[config.mk]
export PLATFORM = sky130hd
export DESIGN_NAME = sha256_core_ctrl
export DESIGN_NICKNAME = d
export VERILOG_FILES = /design/src/rtl/sha256_core_ctrl.sv
export SDC_FILE = /design/constraint.sdc
export NUM_CORES = 2
export LEC_CHECK = 0
export ABC_AREA = 1
export BUFFER_PORTS_ARGS = -buffer_cell sky130_fd_sc_hd__buf_2
export CORE_AREA = 4 4 704 706
export DETAILED_ROUTE_END_ITERATION = 10
export DIE_AREA = 0 0 708 710
export MAX_ROUTING_LAYER = met4
export PLACE_DENSITY = 0.34
export SLEW_MARGIN = 20
export SYNTH_ARGS = -nofsm -noshare
export SYNTH_HDL_FRONTEND = slang
export SYNTH_SLANG_ARGS = --single-unit
[constraint.sdc]
create_clock -name clk -period 41.3 [get_ports clk]
set_clock_uncertainty 0.15 [all_clocks]
set_input_delay 4.13 -clock clk [delete_from_list [all_inputs] [get_ports clk]]
set_output_delay 4.13 -clock clk [all_outputs]
set_load 0.005 [all_outputs]
[src/rtl/sha256_core_ctrl.sv]
// sha256_core_ctrl: command and sequencing controller for a folded SHA-256 core.
// Feeds one 512-bit block through ITERATIONS passes and chains digests.
module sha256_core_ctrl #(
  parameter int ITERATIONS   = 1,
  parameter int CORE_LATENCY = 1
) (
  input  logic         clk,
  input  logic         reset,
  input  logic         init,
  input  logic         next,
  input  logic [511:0] block,
  output logic         ready,
  output logic [255:0] digest,
  output logic         digest_valid,
  output logic         core_feeder,
  output logic [5:0]   core_count,
  output logic [255:0] core_state,
  output logic [511:0] core_block,
  input  logic [255:0] core_hash
);

  // SHA-256 initial hash value, h0 in the low word as the core expects.
  localparam logic [255:0] IV = {
    32'h5be0cd19, 32'h1f83d9ab, 32'h9b05688c, 32'h510e527f,
    32'ha54ff53a, 32'h3c6ef372, 32'hbb67ae85, 32'h6a09e667
  };

  localparam logic [5:0] FEED_LAST = 6'(ITERATIONS - 1);
  localparam logic [3:0] WAIT_LAST = 4'(CORE_LATENCY - 1);
  localparam bit         NO_WAIT   = (CORE_LATENCY == 0);

  // S_CAPTURE is the cycle presenting the freshly captured digest;
  // it is also ready, so a back-to-back command is taken there.
  typedef enum logic [1:0] {
    S_IDLE,
    S_FEED,
    S_WAIT,
    S_CAPTURE
  } state_t;

  state_t         r_state;
  state_t         w_state_nxt;

  logic           r_ready;
  logic           r_dv;
  logic [255:0]   r_digest;
  logic [255:0]   r_chain;
  logic [255:0]   r_core_state;
  logic [511:0]   r_core_block;
  logic [5:0]     r_count;
  logic           r_feeder;
  logic [3:0]     r_wait;

  logic           w_accept;
  logic           w_feed_last;
  logic           w_wait_last;
  logic           w_capture;

  // The core outputs h0 high; the core expects h0 low on state_input.
  function automatic logic [255:0] f_word_rev(input logic [255:0] h);
    logic [255:0] r;
    r = '0;
    for (int i = 0; i < 8; i++) begin
      r[32*i +: 32] = h[224-32*i +: 32];
    end
    return r;
  endfunction

  assign w_accept    = r_ready & (init | next);
  assign w_feed_last = (r_state == S_FEED) && (r_count == FEED_LAST);
  assign w_wait_last = (r_state == S_WAIT) && (r_wait == WAIT_LAST);
  assign w_capture   = (w_feed_last && NO_WAIT) || w_wait_last;

  // State register.
  always_ff @(posedge clk or posedge reset) begin
    if (reset) begin
      r_state <= S_IDLE;
    end else begin
      r_state <= w_state_nxt;
    end
  end

  // Next-state decode.
  always_comb begin
    w_state_nxt = r_state;
    unique case (r_state)
      S_IDLE, S_CAPTURE: begin
        w_state_nxt = w_accept ? S_FEED : S_IDLE;
      end
      S_FEED: begin
        if (w_feed_last) begin
          w_state_nxt = NO_WAIT ? S_CAPTURE : S_WAIT;
        end
      end
      S_WAIT: begin
        if (w_wait_last) begin
          w_state_nxt = S_CAPTURE;
        end
      end
      default: w_state_nxt = S_IDLE;
    endcase
  end

  // Command capture and core input registers.
  always_ff @(posedge clk or posedge reset) begin
    if (reset) begin
      r_core_block <= '0;
      r_core_state <= IV;
    end else if (w_accept) begin
      r_core_block <= block;
      r_core_state <= init ? IV : r_chain;
    end
  end

  // Fold counter and feeder strobe.
  always_ff @(posedge clk or posedge reset) begin
    if (reset) begin
      r_count  <= '0;
      r_feeder <= 1'b0;
    end else if (w_accept || w_feed_last) begin
      r_count  <= '0;
      r_feeder <= 1'b0;
    end else if (r_state == S_FEED) begin
      r_count  <= r_count + 6'd1;
      r_feeder <= 1'b1;
    end
  end

  // Core latency counter.
  always_ff @(posedge clk or posedge reset) begin
    if (reset) begin
      r_wait <= '0;
    end else if (r_state == S_WAIT) begin
      r_wait <= r_wait + 4'd1;
    end else begin
      r_wait <= '0;
    end
  end

  // Ready flag: dropped on accept, raised on capture.
  always_ff @(posedge clk or posedge reset) begin
    if (reset) begin
      r_ready <= 1'b1;
    end else if (w_accept) begin
      r_ready <= 1'b0;
    end else if (w_capture) begin
      r_ready <= 1'b1;
    end
  end

  // Digest capture, chaining and valid pulse.
  always_ff @(posedge clk or posedge reset) begin
    if (reset) begin
      r_digest <= '0;
      r_chain  <= IV;
      r_dv     <= 1'b0;
    end else begin
      r_dv <= w_capture;
      if (w_capture) begin
        r_digest <= core_hash;
        r_chain  <= f_word_rev(core_hash);
      end
    end
  end

  assign ready        = r_ready;
  assign digest       = r_digest;
  assign digest_valid = r_dv;
  assign core_feeder  = r_feeder;
  assign core_count   = r_count;
  assign core_state   = r_core_state;
  assign core_block   = r_core_block;

endmodule

Yosys cells after proc, flatten, opt, wreduce, memory -nomap -nowiden
Cells that the tools add are included.
Widths: inputs -> output; s select.
- flip-flop bits (word level): 1295
- bits in latches: 0
- bits in writable memories: 0
- bits in read-only memories: 0
- input bits: 772
- output and inout port bits: 1033
- word-level logic and storage cells: 41
- memories kept: 0
- $add $sub $neg: 2
- multipliers: 0
- div/mod/pow operators: 0
- order comparisons: 0
- equality and inequality tests: 5
- shift operators: 0
- muxes and demuxes: 12
- bitwise logic cells: 2
- reduce and logical (&&, ||, !) cells: 10
- operator list (kind ; number):
    $mux 256 ; 1
    $mux 6 ; 2
    $add 6x1->6 const B ; 1
    $logic_not 6->1 ; 1
    $pmux 2 s3 ; 1
    $mux 1 ; 5
    $add 4x1->4 const B ; 1
    $eq 2x2->1 const B ; 2
    $logic_not 4->1 ; 1
    $mux 2 ; 2
    $mux 4 ; 1
    $ne 2x2->1 const B ; 2
    $reduce_bool 2->1 ; 2
    $eq 2x1->1 const B ; 1
    $logic_and 1x1->1 ; 2
    $logic_not 2->1 ; 1
    $reduce_and 2->1 ; 1
    $reduce_or 2->1 ; 1
    $and 1x1->1 ; 1
    $logic_or 1x1->1 ; 1
    $or 1x1->1 ; 1

Longest topological paths before layout
- depth after elaboration: 4
- gate-level depth with buffers: 9
- gate-level depth less buffers: 7

Worst setup path before layout
OpenSTA, ideal clock, no wires.
- path type: input to register
- from: input port init
- to: register r_core_state[102], in the netlist core_state[102]
- library setup time: 0.130 ns
- arrival: 4.896 ns
- required time: 41.020 ns
- slack: 36.124 ns
- stages on the path: 6
- buffers on the path: 2
- cell sequence: inv_2 > nand2_1 > nand2_2 > buf_2 > clkbuf_1 > o21ai_0
- word-level cells in the longest chain between the ends: 2
- elaborated cells between the ends (all ways): 3
- those cells by class: 1 x mux; 2 x bitwise
- RTL lines (what ; line ; source):
    from (decl) ; 9 ; input logic init,
    $or 1x1->1 ; 69 ; assign w_accept = r_ready & (init | next);
    $and 1x1->1 ; 69 ;
    to (signal assigned) ; 111 ; r_core_state <= init ? IV : r_chain;
    to (decl) ; 48 ; logic [255:0] r_core_state;
Several ways; a longest one is shown, not always the timed one.
A chain may end at the register's enable or synchronous reset.

Final worst setup path
- from: input port init
- to: register r_core_block[198], in the netlist core_block[198]
- word-level cells in the longest chain between the ends: 2
- RTL lines (what ; line ; source):
    $or 1x1->1 ; 69 ;
    $and 1x1->1 ; 69 ;
    to (signal assigned) ; 110 ; r_core_block <= block;
    to (decl) ; 49 ; logic [511:0] r_core_block;
No other way between the ends.

==> impl_results.md <==
* Rows at 257
* Worst EP arrival at approximately 8.6 ns
* Rel. slew slack at 27.8%
* Fill count at between 50k and 60k
* Quantity of hold-fixing buffers added after cts at 0
* First-pass GRT wire length at between 400 and 500 mm
* Synth Register Bits at 1175
* Metal2 WL at 181 mm
* Vias/cell at 3.02
* Leakage at 0.0338 uW
* Run status: finished, final reports clean
* Endpoints failing hold at 0
* Buf/Inv on CP at 6
* Final setup viols at 0
* Clk_lat worst skew at 0.87 ns
* Router iterations before antenna repair at 5
* Max clock buf depth at 4
* Startpoint types: primary input
* Crit-path cells: buf_6 > inv_6 > nand2_1 > nand2_8 > buf_4 > buf_4 > buf_4 > buf_4 > nand2_1 > nand2_1
* Worst path max stage delay at 0.80 ns
* DRT antenna net count at 0
* Cts repair resizes at 0
* Starting density of the core at 9.33%
* Total power at between 6000 and 7000 uW
* Routed wl met3 at 28.8 mm
* Max-Cap Viols at 0
* Crit Path Category: primary input to register
* Top Family by Delay on Critical Path: buffers and inverters
* Slowest CP cell: buf_4
* Most frequent cells in the layout: nand2_1 (2982), buf_2 (1803), dfrtp_1 (902)
* RSZ-0062 raised after global routing: false
* Clock sink count at 1175
* Final wirelength at 354 mm
* Setup bufs post-CTS at 0
* Layout cells sized above 1 at roughly 35%
* Largest net degree at the start of global routing at 140
* Sequential share of the synthesized area at 65.2%
* Worst-path maximum fanout at 120
* Syn_area_per_cell at 9.14 sq um
* Synth area leaders: dfrtp_1 (49%), nand2_1 (25%), dfstp_2 (16%)
* GRT Overall Usage at between 10% and 20%
* Root Buffer: clkbuf_16
* Syn Std Cell Area at 45600 sq um
* Tcrit/Tclk final at between 15 and 20%
* DRC at 0
* Die Y at approximately 700 um
* CTS buffer count at ~170
* Layout Nets at 7403
* Initial antenna violation count at ~170
* Netlist cell types at 22
* Critical Path End Type: register
* CTS tree: yes
* IO Pins at 1805
* Placed insts at 12.9k
* Cell taking the most area after synthesis: dfrtp_1
* H-tree depth at 4
* Chip Width at roughly 700 um
* Required time of the critical path at 41.90 ns
* Syn nets at 5769
* Worst-Margin Slew at between 1 and 1.5 ns
* Top-area cell type share of the netlist area at 49.5%
* Commonest non-fill, non-tap cell in the layout: nand2_1
* Max frequency at 125 MHz
* RePlAce Congestion at 0.900
* Pwr Density at 90.8 nW/um^2
* Die area at 503000 sq um
* PortBufs at around 1.8k
* Grt total ovfl at 0
* WL per Instance at 26.5 um
* Post-Layout Cell Count at 13.3k
* Vias in the first global route at between 40k and 50k
* Final core utilization at 13.6%
* Area growth, synth to finish at 45.6%
* M1 WL at approximately 130 mm
* Min Clock Period, post-route at 8.00 ns
* Warnings from Yosys at 0
* Core ar. at between 400000 and 500000 sq um
* Max Transition Viols Final at 0
* Total number of vias at 40.2k
* VDD IR max at 0.0413 mV
* Post-DP HPWL at 292 mm
* Hold Crit Class: register to register
* Starting DRT DRC Count at 2763
* CP dominant cell by count: buf_4
* Cell count after synthesis at around 5.0k
* Clk slew on worst S/H paths at 0.06 ns
* Setup tns final at 0 ns
* Top layer reached by signal wires: met4
routing by layer:
layer / track usage (%) / vias to the layer above
met1: 14.3 / 19630
met4: 5.08 / 0
met3: 4.72 / 513
met5: - / -
met2: 24.5 / 1513
li1: - / 18571
stage by stage:
| stage | instance area, sq um | worst slack (ns) | hold WS, ns |
|---|---|---|---|
| final | 66400 | 33.30 | 0.309 |
| after global routing | 66400 | 32.82 | 0.322 |
| after CTS | 66200 | 33.09 | 0.311 |
| after detailed placement | 60700 | 32.14 | 0.302 |
| after global placement | 60700 | 32.22 | 0.299 |
| after floorplan | 45600 | 4.37 | 0.292 |
registers in the layout, indices dropped and copies added, names as in the netlist:
name          count
digest          255
core_state      256
digest_valid      1
core_feeder       1
r_wait            4
core_count        6
core_block      512
r_state           2
r_chain         137
ready             1
cells by family (layout without fill, tap and decap cells):
kind of cell               after synthesis  after routing  synth area share [%]
AOI/OAI and AO/OA                      262            262                  2.88
xor gates and xnor gates                 3              3                0.0576
adders and majority gates                6              6                 0.165
buffers and inverters                  405           2171                  5.80
DFF                                   1175           1175                  65.2
other                                    0            104                     0
and+or+nand+nor                       3140           3140                  25.9
cell usage after synthesis, drive strengths merged:
cell,instances
o21a,1
clkbuf,50
buf,338
xor2,1
nand2,2983
nand3,8
ha,6
dfstp,273
nor2,148
nand4,1
inv,17
o21ai,261
dfrtp,902
xnor2,2
layout make-up:
class | instances | area (sq um) | area share (%)
Inverter | 17 | 100 | 0.151
Tap cell | 6475 | 8100 | 12.2
Antenna cell | 104 | 260 | 0.392
Clock inverter | 41 | 520 | 0.784
Timing Repair Buffer | 1855 | 9480 | 14.3
Multi-Input combinational cell | 3411 | 13200 | 19.9
Clock buffer | 258 | 4980 | 7.50
Sequential cell | 1175 | 29700 | 44.8
tightest hold or removal path: cells and delay by family, from the launching register on:
kind / cells / cell delay, ns
AND/OR/NAND/NOR: 2 / 0.09
flip-flops: 1 / 0.36
where the power goes:
| part | internal, uW | total, uW | switching (uW) |
|---|---|---|---|
| clock | 880 | 1480 | 603 |
| sequential | 1810 | 2210 | 398 |
| combinational | 672 | 2340 | 1670 |
| total | 3360 | 6030 | 2670 |
worst paths after layout:
kind | startpoint | end | slack (ns) | cells past startpoint
worst max-delay path | init | core_block[198] | 33.30 | 10
worst max register to register | r_state[0] | digest[129] | 36.66 | 11
max in group asynchronous | reset | core_block[397] | 34.29 | 6
min in group asynchronous | reset | core_block[445] | 3.24 | 2
worst min-delay path | r_chain[219] | r_chain[219] | 0.31 | 2
worst min register to register | r_chain[219] | r_chain[219] | 0.31 | 2
Power figures use the tool's default switching activity.
